===== config.mk =====
export PLATFORM = sky130hd
export DESIGN_NAME = affine_addr_gen
export DESIGN_NICKNAME = d
export VERILOG_FILES = /design/src/rtl/affine_addr_gen.sv
export SDC_FILE = /design/constraint.sdc
export NUM_CORES = 1
export LEC_CHECK = 0
export BUFFER_PORTS_ARGS = -buffer_cell sky130_fd_sc_hd__buf_2
export CORE_MARGIN = 10
export CORE_UTILIZATION = 65
export CTS_BUF_LIST = sky130_fd_sc_hd__clkbuf_2
export CTS_CLUSTER_SIZE = 28
export DETAILED_ROUTE_END_ITERATION = 8
export GPL_ROUTABILITY_DRIVEN = 0
export PLACE_DENSITY = 0.9
export REMOVE_ABC_BUFFERS = 1
export SLEW_MARGIN = 40
export SYNTH_ARGS = -nofsm -noshare
export SYNTH_HDL_FRONTEND = slang
export SYNTH_SLANG_ARGS = --single-unit

===== constraint.sdc =====
create_clock -name clk -period 15.2 [get_ports clk]
set_clock_uncertainty 0.2 [all_clocks]
set_input_delay 3.04 -clock clk [delete_from_list [all_inputs] [get_ports clk]]
set_output_delay 3.04 -clock clk [all_outputs]
set_load 0.01 [all_outputs]

===== src/rtl/affine_addr_gen.sv =====
// N-dimensional affine address generator: addr = offset + sum(cnt_i*stride_i), wrapping mod 2^WIDTH.
// Configuration is latched on start; one scan point is consumed per step.
//
// state | meaning
// IDLE  | no scan active, step ignored
// RUN   | addr_out is a live scan point
// DONE  | one-cycle done pulse after the final point
module affine_addr_gen #(
  parameter int WIDTH = 16,
  parameter int DIMS  = 3
) (
  input  logic                  clk,
  input  logic                  rst,
  input  logic                  start,
  input  logic                  step,
  input  logic [DIMS*WIDTH-1:0] extent,
  input  logic [DIMS*WIDTH-1:0] stride,
  input  logic [WIDTH-1:0]      offset,
  output logic [WIDTH-1:0]      addr_out,
  output logic                  addr_valid,
  output logic                  busy,
  output logic                  done
);

  typedef enum logic [1:0] {IDLE, RUN, DONE} state_t;

  state_t           state, state_nxt;
  logic [WIDTH-1:0] ext_q  [DIMS];
  logic [WIDTH-1:0] str_q  [DIMS];
  logic [WIDTH-1:0] cnt_q  [DIMS];
  logic [WIDTH-1:0] part_q [DIMS];
  logic [WIDTH-1:0] off_q;
  logic [WIDTH-1:0] addr_sum;
  logic [DIMS-1:0]  at_max;
  logic [DIMS-1:0]  adv;
  logic             last;
  logic             advance;

  // Zero extent is a degenerate dimension that is permanently at max.
  always_comb begin
    at_max = '0;
    adv    = '0;
    for (int i = 0; i < DIMS; i++) begin
      at_max[i] = (ext_q[i] == '0) || (cnt_q[i] == ext_q[i] - 1'b1);
    end
    adv[0] = 1'b1;
    for (int i = 1; i < DIMS; i++) begin
      adv[i] = adv[i-1] & at_max[i-1];
    end
    last = &at_max;
  end

  always_comb begin
    addr_sum = off_q;
    for (int i = 0; i < DIMS; i++) begin
      addr_sum = addr_sum + part_q[i];
    end
  end

  always_ff @(posedge clk) begin
    if (rst) begin
      state <= IDLE;
    end else begin
      state <= state_nxt;
    end
  end

  always_comb begin
    state_nxt = state;
    advance   = 1'b0;
    case (state)
      IDLE: state_nxt = IDLE;
      RUN: begin
        if (step) begin
          if (last) state_nxt = DONE;
          else      advance   = 1'b1;
        end
      end
      DONE:    state_nxt = IDLE;
      default: state_nxt = IDLE;
    endcase
    // start overrides everything and drops a coincident step
    if (start) begin
      state_nxt = RUN;
      advance   = 1'b0;
    end
  end

  always_ff @(posedge clk) begin
    if (rst) begin
      off_q <= '0;
      for (int i = 0; i < DIMS; i++) begin
        ext_q[i]  <= '0;
        str_q[i]  <= '0;
        cnt_q[i]  <= '0;
        part_q[i] <= '0;
      end
    end else if (start) begin
      off_q <= offset;
      for (int i = 0; i < DIMS; i++) begin
        ext_q[i]  <= extent[i*WIDTH +: WIDTH];
        str_q[i]  <= stride[i*WIDTH +: WIDTH];
        cnt_q[i]  <= '0;
        part_q[i] <= '0;
      end
    end else if (advance) begin
      for (int i = 0; i < DIMS; i++) begin
        if (adv[i]) begin
          if (at_max[i]) begin
            cnt_q[i]  <= '0;
            part_q[i] <= '0;
          end else begin
            cnt_q[i]  <= cnt_q[i] + 1'b1;
            part_q[i] <= part_q[i] + str_q[i];
          end
        end
      end
    end
  end

  assign addr_out   = addr_sum;
  assign addr_valid = (state == RUN);
  assign busy       = (state == RUN);
  assign done       = (state == DONE);

endmodule


-- Word-level counts from Yosys, hierarchy flattened
Memory sizes are Yosys's and may differ from the RTL's.
Cells that the tools add are included.
- add/subtract/negate cells: 12
- eq/ne operators: 7
- multiplexer cells: 71
- bitwise logic cells: 26
- reduce and logical (&&, ||, !) cells: 10
- operators by type and width (kind ; count):
    $mux 16 ; 24
    $add 16x16->16 ; 6
    $add 16x1->16 const B ; 3
    $eq 16x16->1 ; 3
    $logic_not 16->1 ; 3
    $sub 16x1->16 const B ; 3
    $mux 1 ; 47
    $or 1x1->1 ; 24
    $reduce_and 4->1 ; 1
    $logic_or 1x1->1 ; 3
    $ne 3x2->1 const B ; 1
    $ne 3x3->1 const B ; 1
    $reduce_and 3->1 ; 1
    $reduce_or 3->1 ; 1
    $eq 2x1->1 const B ; 1
    $eq 2x2->1 const B ; 1
    $reduce_and 2->1 ; 1
    $and 1x1->1 ; 1
    $not 1->1 ; 1
- register bits after elaboration: 18
- memory bits (writable): 192
- bits of input ports: 116
- output and inout port bits: 19
- logic and storage cells: 133
- memories: 4
- memory list (name ; words ; bits a word ; rd ports ; clocked after memory_dff ; wr ports ; line ; text):
    cnt_q ; 3 ; 16 ; 3 ; 0 ; 3 ; 30 ; logic [WIDTH-1:0] cnt_q [DIMS];
    ext_q ; 3 ; 16 ; 3 ; 0 ; 3 ; 28 ; logic [WIDTH-1:0] ext_q [DIMS];
    part_q ; 3 ; 16 ; 3 ; 0 ; 3 ; 31 ; logic [WIDTH-1:0] part_q [DIMS];
    str_q ; 3 ; 16 ; 3 ; 0 ; 3 ; 29 ; logic [WIDTH-1:0] str_q [DIMS];

-- Logic depth before layout (Yosys ltp)
Gate-level depths: netlist of run 1.
An unclocked memory read counts as a cell.
- depth in word-level cells: 15
- mapped depth: 13
- gate-level depth less buffers: 13

-- Worst setup path before layout of run 1
OpenSTA, ideal clock, no wires.
- path kind: input to register
- start: in start
- end: mem cnt_q[1][0], enable pin
- setup time: 0.466 ns
- data arrival time: 7.749 ns
- slack: 6.785 ns
- cell stages on the path: 6
- cell sequence: clkbuf_1 nor2_1 inv_1 nor2_1 nand2_1 o21ai_0
- RTL lines (item ; line ; text):
    from (decl) ; 14 ; input logic start,
    to (decl) ; 30 ;

==> impl_metrics.py, run 1 <==
metrics = {
    "outcome": {
        "status": "finished clean",
    },
    "floorplanning": {
        "core_um2": 20100,
        "die_h_um": 162,
        "initial_core_util_pct": 65.6,
        "fp-row-count": 52,
        "design.die.area_um2": 26400,
        "ios": 135,
        "die_w_um": 162,
    },
    "sta": {
        "fin_crit_sh_pct": 51.3,
        "drv_slew": 0,
        "rsz0062_at_grt": "false",
        "tns_ns": 0,
        "fin_crit_ns": 7.79,
        "clock.fmax_ghz": 0.128,
        "maxSlewHeadroom_pct": 50.8,
        "setup_viol": 0,
        "hold_viol_final": 0,
        "fin_hold_ws_ns": 0.349,
        "worstMarginPinSlew_ns": 0.737,
    },
    "clocking": {
        "cts_resized": 0,
        "insertion_delay_ns": 0.86,
        "cts_max_path_buffers": 3,
        "cts_post_setup_buffers_inserted": 0,
        "postCtsHoldBufs": 0,
        "cts.clk_slew.worst_paths_ns": 0.13,
        "cts-root-buf": "clkbuf_2",
        "tritoncts": "yes",
        "cts.sinks": 210,
        "htreeDepth": 2,
        "cts_buffers": 54,
    },
    "grt": {
        "use_met1_pct": 26.6,
        "grtUsageMet2_pct": 36.7,
        "grtUsageTotal_pct": 21.5,
        "antenna_found_initial": 0,
        "grt_pass1_wl_um": 47000,
        "grt_overflow": 0,
        "first_global_vias": 10100,
        "grt_max_degree": 86,
        "top_usage_layer": "met2",
        "grt_use_met3_pct": 5.01,
    },
    "final_layout": {
        "fin_nets": 1597,
        "layout_common_cells": "192 x edfxtp_1, 157 x nor2_1, 134 x buf_2",
        "layout_commonest_cell": "edfxtp_1",
        "drive_gt1_share_pct": 17.8,
        "diodes": 0,
        "fill_cells": 1404,
        "areaGrowthSynthToFinish_pct": 10.9,
    },
    "routing": {
        "routed_via_density": 5.72,
        "final_antenna_net_count": 0,
        "wl_um": 28800,
        "wire_per_inst_um": 17.0,
        "drt-initial-drc-count": 750,
        "drt_first_pass_iters": 5,
        "remaining_drc_errors": 0,
        "num_vias": 9698,
    },
    "synth": {
        "async_reset_ff_share_pct": 0,
        "synth-edff-count": 192,
        "netlist_instances": 1219,
        "synth_largest_area_cell": "edfxtp_1",
        "syn-cell-area_um2": 13200,
        "synth_area_per_cell_um2": 10.8,
        "synthTopCellsByArea": "edfxtp_1 44%, ha_1 6.5%, xnor2_1 5.9%",
        "ys_types": 67,
        "ys_warn_count": 0,
        "yosysTopAreaCellShare_pct": 43.7,
        "yosysSeqAreaShare_pct": 46.5,
        "ys_ff_latch": 210,
        "synth_ff_type": "edfxtp_1",
    },
    "power_and_ir_drop": {
        "power_density_nw_per_um2": 95.4,
        "p_total_mw": 1.39,
        "static-leakage-power_nw": 6.04,
        "peakVddDrop_v": 0.0000675,
    },
    "critical_path": {
        "cp.required_ns": 11.96,
        "critical_path_class": "reg -> out",
        "setup.worst_path.end_class": "output pin",
        "cp_max_fo": 4,
        "cp.arrival_ns": 4.55,
        "setup.worst_path.start_class": "register",
    },
    "run": {
        "cap_violations": 0,
    },
    "place": {
        "dp_hpwl_um": 21400,
        "portBuffers": 134,
    },
    "hold_path": {
        "hold_class": "reg -> reg",
    },
}
-- kinds of logic (layout without fill, tap and decap cells) --
logic type | count (synthesis) | count (layout) | share of synthesized area [%]
adder cells (fa/ha/maj) | 101 | 101 | 11.5
buffers and inverters | 76 | 281 | 2.29
AND/OR/NAND/NOR | 499 | 499 | 19.9
multiplexers | 25 | 25 | 1.93
flip-flops | 210 | 210 | 46.5
XOR/XNOR | 145 | 145 | 9.63
AO/OA/AOI/OAI | 163 | 163 | 8.30
-- metrics by stage --
step                      cell area (um^2)  worst slack (ns)  instances  utilization (%)
after floorplan                      13000              7.06       1185                -
after global placement               14100              8.43       1594             70.1
after detailed placement             14100              8.30       1594             70.2
after CTS                            14600              7.38       1694             72.7
after global routing                 14600              7.17       1694             72.7
final                                14600              7.41       1694             72.7
-- critical path, cell delays in order (launching register included) --
cell and delay, ns:
edfxtp_1 0.45, fa_1 0.46, fa_1 0.52, ha_1 0.17, inv_1 0.07, fa_1 0.46
nor2b_1 0.12, o21ai_0 0.11, a21boi_0 0.44, o211ai_1 0.21, nand3_1 0.14, a31o_2 0.17
a21oi_1 0.08, xnor2_1 0.13, buf_2 0.15
-- metal layers --
layer,wire (um),part of all wire (%)
met1,12000,42
met2,14300,50
met3,1870,6.5
met4,600,2.1
met5,0,0
-- cells in the mapped netlist, drive strengths merged (3+ instances only) --
master,number
nor2,158
nand2b,15
o211ai,7
o2111ai,5
o31a,4
ha,68
fa,33
or3,7
or4,3
and4,4
xnor2,89
mux2i,22
a21oi,33
inv,42
nor3,37
a21o,7
nand3b,4
nor4,18
buf,7
dfxtp,18
o21bai,5
o21a,9
edfxtp,192
a2111oi,3
o21ai,38
nor4bb,3
and3,9
nand4,14
nand3,36
or2,6
clkbuf,27
a21boi,3
and2,98
nand4b,6
a31oi,8
xor2,56
a31o,3
a211oi,12
nor3b,5
nand2,55
mux2,3
nor2b,17
o31ai,9
-- registers in the layout (all words and copies together), names as in the netlist --
register / cells
str_q: 48
ext_q: 48
cnt_q: 48
state: 2
part_q: 48
off_q: 16
-- worst paths after layout --
kind | from | end | slack (ns) | depth (start not counted)
worst max-delay path | part_q[2][0]$_SDFFCE_PN0P_ | addr_out[15] | 7.41 | 14
worst min-delay path | off_q[7]$_SDFFE_PP0P_ | off_q[7]$_SDFFE_PP0P_ | 0.35 | 2
worst max register to register | ext_q[0][34]$_SDFFCE_PN0P_ | part_q[2][3]$_SDFFCE_PN0P_ | 10.68 | 9
worst min register to register | off_q[7]$_SDFFE_PP0P_ | off_q[7]$_SDFFE_PP0P_ | 0.35 | 2
-- area by class of cell --
type / count / area, um^2 / share of cell area, %
flip-flops and latches: 210 / 6130 / 41.9
inverters: 42 / 160 / 1.10
well taps: 270 / 338 / 2.31
clock buffers: 81 / 405 / 2.77
clock inverters: 19 / 105 / 0.719
repair buffers: 139 / 712 / 4.87
multi-input cells: 933 / 6770 / 46.3
-- report_power, final --
| group | internal, mW | leakage (nW) | total [mW] | switching (mW) |
|---|---|---|---|---|
| logic | 0.129 | 3.40 | 0.288 | 0.158 |
| clock network | 0.160 | 0.384 | 0.402 | 0.242 |
| registers | 0.668 | 2.25 | 0.705 | 0.0370 |
| total | 0.957 | 6.04 | 1.39 | 0.437 |
Power figures use the tool's default switching activity.
==> run 2: changes to the inputs <==
--- a/config.mk
+++ b/config.mk
@@ -7,12 +7,12 @@
 export LEC_CHECK = 0
 export BUFFER_PORTS_ARGS = -buffer_cell sky130_fd_sc_hd__buf_2
 export CORE_MARGIN = 10
-export CORE_UTILIZATION = 65
+export CORE_UTILIZATION = 62
 export CTS_BUF_LIST = sky130_fd_sc_hd__clkbuf_2
 export CTS_CLUSTER_SIZE = 28
 export DETAILED_ROUTE_END_ITERATION = 8
 export GPL_ROUTABILITY_DRIVEN = 0
-export PLACE_DENSITY = 0.9
+export PLACE_DENSITY = 0.86
 export REMOVE_ABC_BUFFERS = 1
 export SLEW_MARGIN = 40
 export SYNTH_ARGS = -nofsm -noshare
==> constraint.sdc (replaced) <==
create_clock -name clk -period 7.75 [get_ports clk]
set_clock_uncertainty 0.2 [all_clocks]
set_input_delay 1.55 -clock clk [delete_from_list [all_inputs] [get_ports clk]]
set_output_delay 1.55 -clock clk [all_outputs]
set_load 0.01 [all_outputs]
==> run 2 against run 1 <==
Sequential cell count unchanged. Count of clock-buffer cells in the layout unchanged. Final cell count increased by 0.47%. Critical path depth unchanged. Global-route usage decreased by 0.91 points. Combinational power increased by 96%. Clock power increased by 89%. Largest cell class unchanged. Register-to-register slack got worse by 7.4 ns. Worst hold slack improved by 0.0011 ns. Non-clock buffer count increased by 1. Cell area about the same.
==> impl_metrics.py, run 2 (same netlist as run 1, synthesis figures left out) <==
metrics = {
    "outcome": {
        "status": "finished clean",
    },
    "power_and_ir_drop": {
        "p_sw_mw": 0.860,
        "power_frac_comb_pct": 20.9,
        "p_seq_share_pct": 51.1,
        "internal_power_mw": 1.85,
        "peakVddDrop_v": 0.0000994,
        "swShare_pct": 31.8,
        "static-leakage-power_nw": 6.03,
        "power_density_nw_per_um2": 185,
        "p_clk_share_pct": 28.0,
    },
    "sta": {
        "fin_crit_ns": 6.42,
        "maxSlewHeadroom_pct": 48.0,
        "hold_viol_final": 0,
        "clock.fmax_ghz": 0.156,
        "drv_slew": 0,
        "fin_crit_sh_pct": 82.8,
        "rsz0062_at_grt": "false",
        "tns_ns": 0,
        "worstMarginPinSlew_ns": 0.780,
        "fin_hold_ws_ns": 0.350,
        "setup_viol": 0,
    },
    "grt": {
        "grt_pass1_wl_um": 47600,
        "grt_max_degree": 61,
        "antenna_found_initial": 1,
        "grt_overflow": 0,
        "first_global_vias": 9887,
        "grtUsageTotal_pct": 20.6,
    },
    "final_layout": {
        "ff_latch_area_um2": 6130,
        "final_cells": 1702,
        "final_area_um2": 14600,
        "areaGrowthSynthToFinish_pct": 10.8,
        "layout_commonest_cell": "edfxtp_1",
        "fill_cells": 1610,
        "drive_gt1_share_pct": 17.7,
        "fin_nets": 1600,
        "multi_input_area_um2": 6770,
        "layout_common_cells": "192 x edfxtp_1, 157 x nor2_1, 134 x buf_2",
    },
    "place": {
        "dpl_cell_area_um2": 14100,
        "portBuffers": 134,
        "placed_cells_incl_taps": 1600,
        "dp_hpwl_um": 21500,
    },
    "critical_path": {
        "r2r_end": "cnt_q[2][5]$_SDFFCE_PN0P_",
        "cp.required_ns": 6.00,
        "cp_top_family": "adder cells",
        "cp-endpoint": "addr_out[15]",
        "cp.arrival_ns": 4.67,
        "startpoint": "part_q[2][1]$_SDFFCE_PN0P_",
        "max_stage_delay_ns": 0.53,
        "rr_startpoint": "ext_q[0][35]$_SDFFCE_PN0P_",
        "reg2reg_depth": 9,
        "timing.critical_path.buf_inv": 2,
        "timing.critical_path.mode_cell": "fa_1",
        "path_cells": "fa_1, fa_1, ha_1, inv_1, fa_1, nor2b_1, o21ai_0, a21boi_0, o211ai_1, nand3_1, a31o_2, a21oi_1, xnor2_1, buf_2",
        "reg2reg_setup_slack_ns": 3.31,
        "critPathSlowestCell": "fa_1",
        "setup.worst_path.end_class": "output pin",
        "critical_path_class": "reg -> out",
        "cp_max_fo": 4,
        "setup.worst_path.start_class": "register",
        "worst-path-stages": 14,
    },
    "floorplanning": {
        "fp-row-count": 53,
        "core_um2": 21000,
        "initial_core_util_pct": 62.9,
        "ios": 135,
        "die_h_um": 166,
        "die_w_um": 166,
        "design.die.area_um2": 27500,
    },
    "hold_path": {
        "hold_class": "reg -> reg",
        "hold_start": "off_q[15]$_SDFFE_PP0P_",
    },
    "routing": {
        "remaining_drc_errors": 0,
        "final_antenna_net_count": 0,
        "routed_via_density": 5.70,
        "drt_first_pass_iters": 7,
        "num_vias": 9699,
        "wl_um": 29200,
        "wire_per_inst_um": 17.1,
        "drt-initial-drc-count": 720,
    },
    "clocking": {
        "cts_post_setup_buffers_inserted": 0,
        "insertion_delay_ns": 0.88,
        "postCtsHoldBufs": 0,
        "cts.sinks": 210,
        "htreeDepth": 2,
        "cts_buffers": 56,
        "cts-root-buf": "clkbuf_2",
        "cts_resized": 0,
        "cts_max_path_buffers": 3,
        "tritoncts": "yes",
        "cts.clk_slew.worst_paths_ns": 0.12,
    },
    "run": {
        "cap_violations": 0,
    },
}
-- run 2: routing by layer --
layer	track usage, %	up-vias	share of wire (%)
li1	-	4730	-
met1	26.1	4611	44
met3	4.47	66	5.8
met5	0	-	0
met2	33.7	292	47
met4	8.17	0	2.7
-- run 2: cell type report --
type	count	area share, %
multi-input cells	933	46.3
flip-flops and latches	210	41.9
repair buffers	140	4.90
clock buffers	81	2.77
well taps	275	2.36
inverters	42	1.10
clock inverters	20	0.582
diodes	1	0.0171
-- run 2: worst min-delay path by stage --
stage	slack [ns]	cells past startpoint	to
2_1_floorplan	0.28	2	off_q[15]$_SDFFE_PP0P_
3_3_place_gp	0.31	2	off_q[15]$_SDFFE_PP0P_
3_5_place_dp	0.33	2	off_q[15]$_SDFFE_PP0P_
4_1_cts	0.35	2	off_q[15]$_SDFFE_PP0P_
5_1_grt	0.38	2	off_q[7]$_SDFFE_PP0P_
6_report	0.35	2	off_q[15]$_SDFFE_PP0P_
-- run 2: power groups by stage --
stage          clock network (mW)  logic (mW)  registers [mW]
2_1_floorplan                   0       0.394            1.39
3_3_place_gp                    0       0.534            1.41
3_5_place_dp                    0       0.557            1.41
4_1_cts                     0.780       0.561            1.38
5_1_grt                     0.839       0.628            1.39
6_report                    0.758       0.565            1.38
-- run 2: tightest hold or removal path, stage by stage (launching register included) --
cell	delay (ns)
dfxtp_1	0.35
mux2i_1	0.12
nor2_1	0.05
-- run 2: per-stage QoR --
step	total power, mW	worst slack (ns)	util (%)
after floorplan	1.78	1.10	-
after global placement	1.94	2.48	67.4
after detailed placement	1.96	2.30	67.4
after CTS	2.72	1.30	69.7
after global routing	2.86	0.999	69.7
final	2.71	1.33	69.7
==> run 3: changes to the inputs <==
--- a/config.mk
+++ b/config.mk
@@ -7,12 +7,12 @@
 export LEC_CHECK = 0
 export BUFFER_PORTS_ARGS = -buffer_cell sky130_fd_sc_hd__buf_2
 export CORE_MARGIN = 10
-export CORE_UTILIZATION = 62
+export CORE_UTILIZATION = 56
 export CTS_BUF_LIST = sky130_fd_sc_hd__clkbuf_2
 export CTS_CLUSTER_SIZE = 28
 export DETAILED_ROUTE_END_ITERATION = 8
 export GPL_ROUTABILITY_DRIVEN = 0
-export PLACE_DENSITY = 0.86
+export PLACE_DENSITY = 0.82
 export REMOVE_ABC_BUFFERS = 1
 export SLEW_MARGIN = 40
 export SYNTH_ARGS = -nofsm -noshare
==> constraint.sdc (replaced) <==
create_clock -name clk -period 5.8 [get_ports clk]
set_clock_uncertainty 0.2 [all_clocks]
set_input_delay 1.16 -clock clk [delete_from_list [all_inputs] [get_ports clk]]
set_output_delay 1.16 -clock clk [all_outputs]
set_load 0.01 [all_outputs]
==> run 3 against run 2 <==
Global-route usage decreased by 1.6 points. Sequential power increased by 34%. Non-clock buffer count increased by 9. Register-to-register slack got worse by 1.6 ns. Power increased by 34%. First-iteration DRC count increased by 2.4%. Critical path type unchanged. Critical endpoint is now addr_out[14].
==> impl_metrics.py, run 3 (same netlist as run 1, synthesis figures left out) <==
metrics = {
    "grt": {
        "grt_max_degree": 64,
        "grt_pass1_wl_um": 48000,
        "antenna_found_initial": 4,
        "grtUsageTotal_pct": 19.0,
        "first_global_vias": 9873,
        "grt_overflow": 0,
    },
    "floorplanning": {
        "design.die.area_um2": 30100,
        "die_h_um": 173,
        "ios": 135,
        "initial_core_util_pct": 56.5,
        "core_um2": 23300,
        "fp-row-count": 56,
        "die_w_um": 173,
    },
    "critical_path": {
        "cp.arrival_ns": 4.26,
        "startpoint": "part_q[2][1]$_SDFFCE_PN0P_",
        "setup.worst_path.start_class": "register",
        "reg2reg_depth": 10,
        "cp_max_fo": 3,
        "cp-endpoint": "addr_out[14]",
        "critical_path_class": "reg -> out",
        "setup.worst_path.end_class": "output pin",
        "cp.required_ns": 4.44,
        "rr_startpoint": "ext_q[0][34]$_SDFFCE_PN0P_",
        "r2r_end": "cnt_q[2][9]$_SDFFCE_PN0P_",
        "reg2reg_setup_slack_ns": 1.71,
    },
    "final_layout": {
        "fill_cells": 1854,
        "layout_common_cells": "192 x edfxtp_1, 156 x nor2_1, 134 x buf_2",
        "final_core_util_pct": 63.4,
        "fin_nets": 1609,
        "areaGrowthSynthToFinish_pct": 12.2,
        "ff_latch_area_um2": 6130,
        "final_area_um2": 14800,
        "multi_input_area_um2": 6810,
        "drive_gt1_share_pct": 19.6,
        "final_cells": 1757,
        "layout_commonest_cell": "edfxtp_1",
    },
    "place": {
        "portBuffers": 134,
        "placed_cells_incl_taps": 1649,
        "dp_hpwl_um": 21600,
        "pre_cts_slack_ns": 0.800,
        "dpl_cell_area_um2": 14200,
    },
    "sta": {
        "worstMarginPinSlew_ns": 0.728,
        "tns_ns": 0,
        "fin_hold_ws_ns": 0.329,
        "maxSlewHeadroom_pct": 51.4,
        "setup_viol": 0,
        "fin_ws_ns": 0.183,
        "fin_crit_ns": 5.62,
        "hold_viol_final": 0,
        "drv_slew": 0,
        "clock.fmax_ghz": 0.178,
        "fin_crit_sh_pct": 96.8,
    },
    "routing": {
        "remaining_drc_errors": 0,
        "num_vias": 9713,
        "drt_first_pass_iters": 5,
        "drt-initial-drc-count": 737,
        "routed_via_density": 5.53,
        "wire_per_inst_um": 16.7,
        "wl_um": 29300,
        "final_antenna_net_count": 0,
    },
    "clocking": {
        "cts.sinks": 210,
        "cts-root-buf": "clkbuf_2",
        "insertion_delay_ns": 0.85,
        "cts_buffers": 56,
        "htreeDepth": 2,
        "tritoncts": "yes",
        "cts_max_path_buffers": 3,
        "cts.clk_slew.worst_paths_ns": 0.11,
    },
    "hold_path": {
        "hold_class": "reg -> reg",
    },
    "run": {
        "cap_violations": 0,
    },
    "power_and_ir_drop": {
        "power_density_nw_per_um2": 246,
        "peakVddDrop_v": 0.000121,
        "p_total_mw": 3.64,
        "static-leakage-power_nw": 6.12,
    },
    "outcome": {
        "status": "finished clean",
    },
}
[run 3: layer usage]
metal / wire length [um] / global-route usage [%] / vias to the layer above / part of all wire [%]
met2: 13400 / 30.5 / 335 / 46
met5: 10 / 0 / - / 0.034
met1: 12800 / 24.2 / 4548 / 44
met3: 2010 / 4.62 / 77 / 6.9
met4: 947 / 7.87 / 2 / 3.2
li1: - / - / 4751 / -
[run 3: where the power goes]
| group | switching [mW] | internal, mW | leakage (nW) | total [mW] |
|---|---|---|---|---|
| combinational | 0.409 | 0.347 | 3.46 | 0.756 |
| clock | 0.630 | 0.402 | 0.405 | 1.03 |
| sequential | 0.0976 | 1.75 | 2.25 | 1.85 |
| total | 1.14 | 2.50 | 6.12 | 3.64 |
[run 3: worst min-delay path by stage]
stage	startpoint	end	slack [ns]	cells after the start
finish	off_q[15]$_SDFFE_PP0P_	off_q[15]$_SDFFE_PP0P_	0.33	2
global route	offset[15]	off_q[15]$_SDFFE_PP0P_	0.31	3
CTS	offset[8]	off_q[8]$_SDFFE_PP0P_	0.29	3
detailed placement	off_q[15]$_SDFFE_PP0P_	off_q[15]$_SDFFE_PP0P_	0.31	2
global placement	off_q[15]$_SDFFE_PP0P_	off_q[15]$_SDFFE_PP0P_	0.31	2
floorplan	off_q[15]$_SDFFE_PP0P_	off_q[15]$_SDFFE_PP0P_	0.28	2
[run 3: layout make-up]
cell class | count | share of cell area, %
tap | 319 | 2.70
sequential | 210 | 41.4
antenna | 2 | 0.0338
inverter | 42 | 1.08
timing repair buffer | 149 | 5.42
clock buffer | 88 | 2.98
clock inverter | 14 | 0.397
multi-input combinational | 933 | 46.0
[run 3: worst max-delay path, stage by stage (launching register included)]
cell	delay (ns)
edfxtp_1	0.46
fa_1	0.48
fa_1	0.50
ha_1	0.30
a21o_1	0.18
a21oi_1	0.26
o21ai_0	0.21
nand3_1	0.15
nand4b_1	0.14
a31o_2	0.26
a21oi_1	0.19
xnor2_1	0.13
buf_2	0.15
[run 3: what timing repair did]
item                                    CTS  global route
setup buffers                             0             4
endpoints found under the setup margin    2             1
endpoints found under the hold margin     0             0
hold buffers                              0             0
pin swaps                                 0             6
gates resized for setup                   3             6
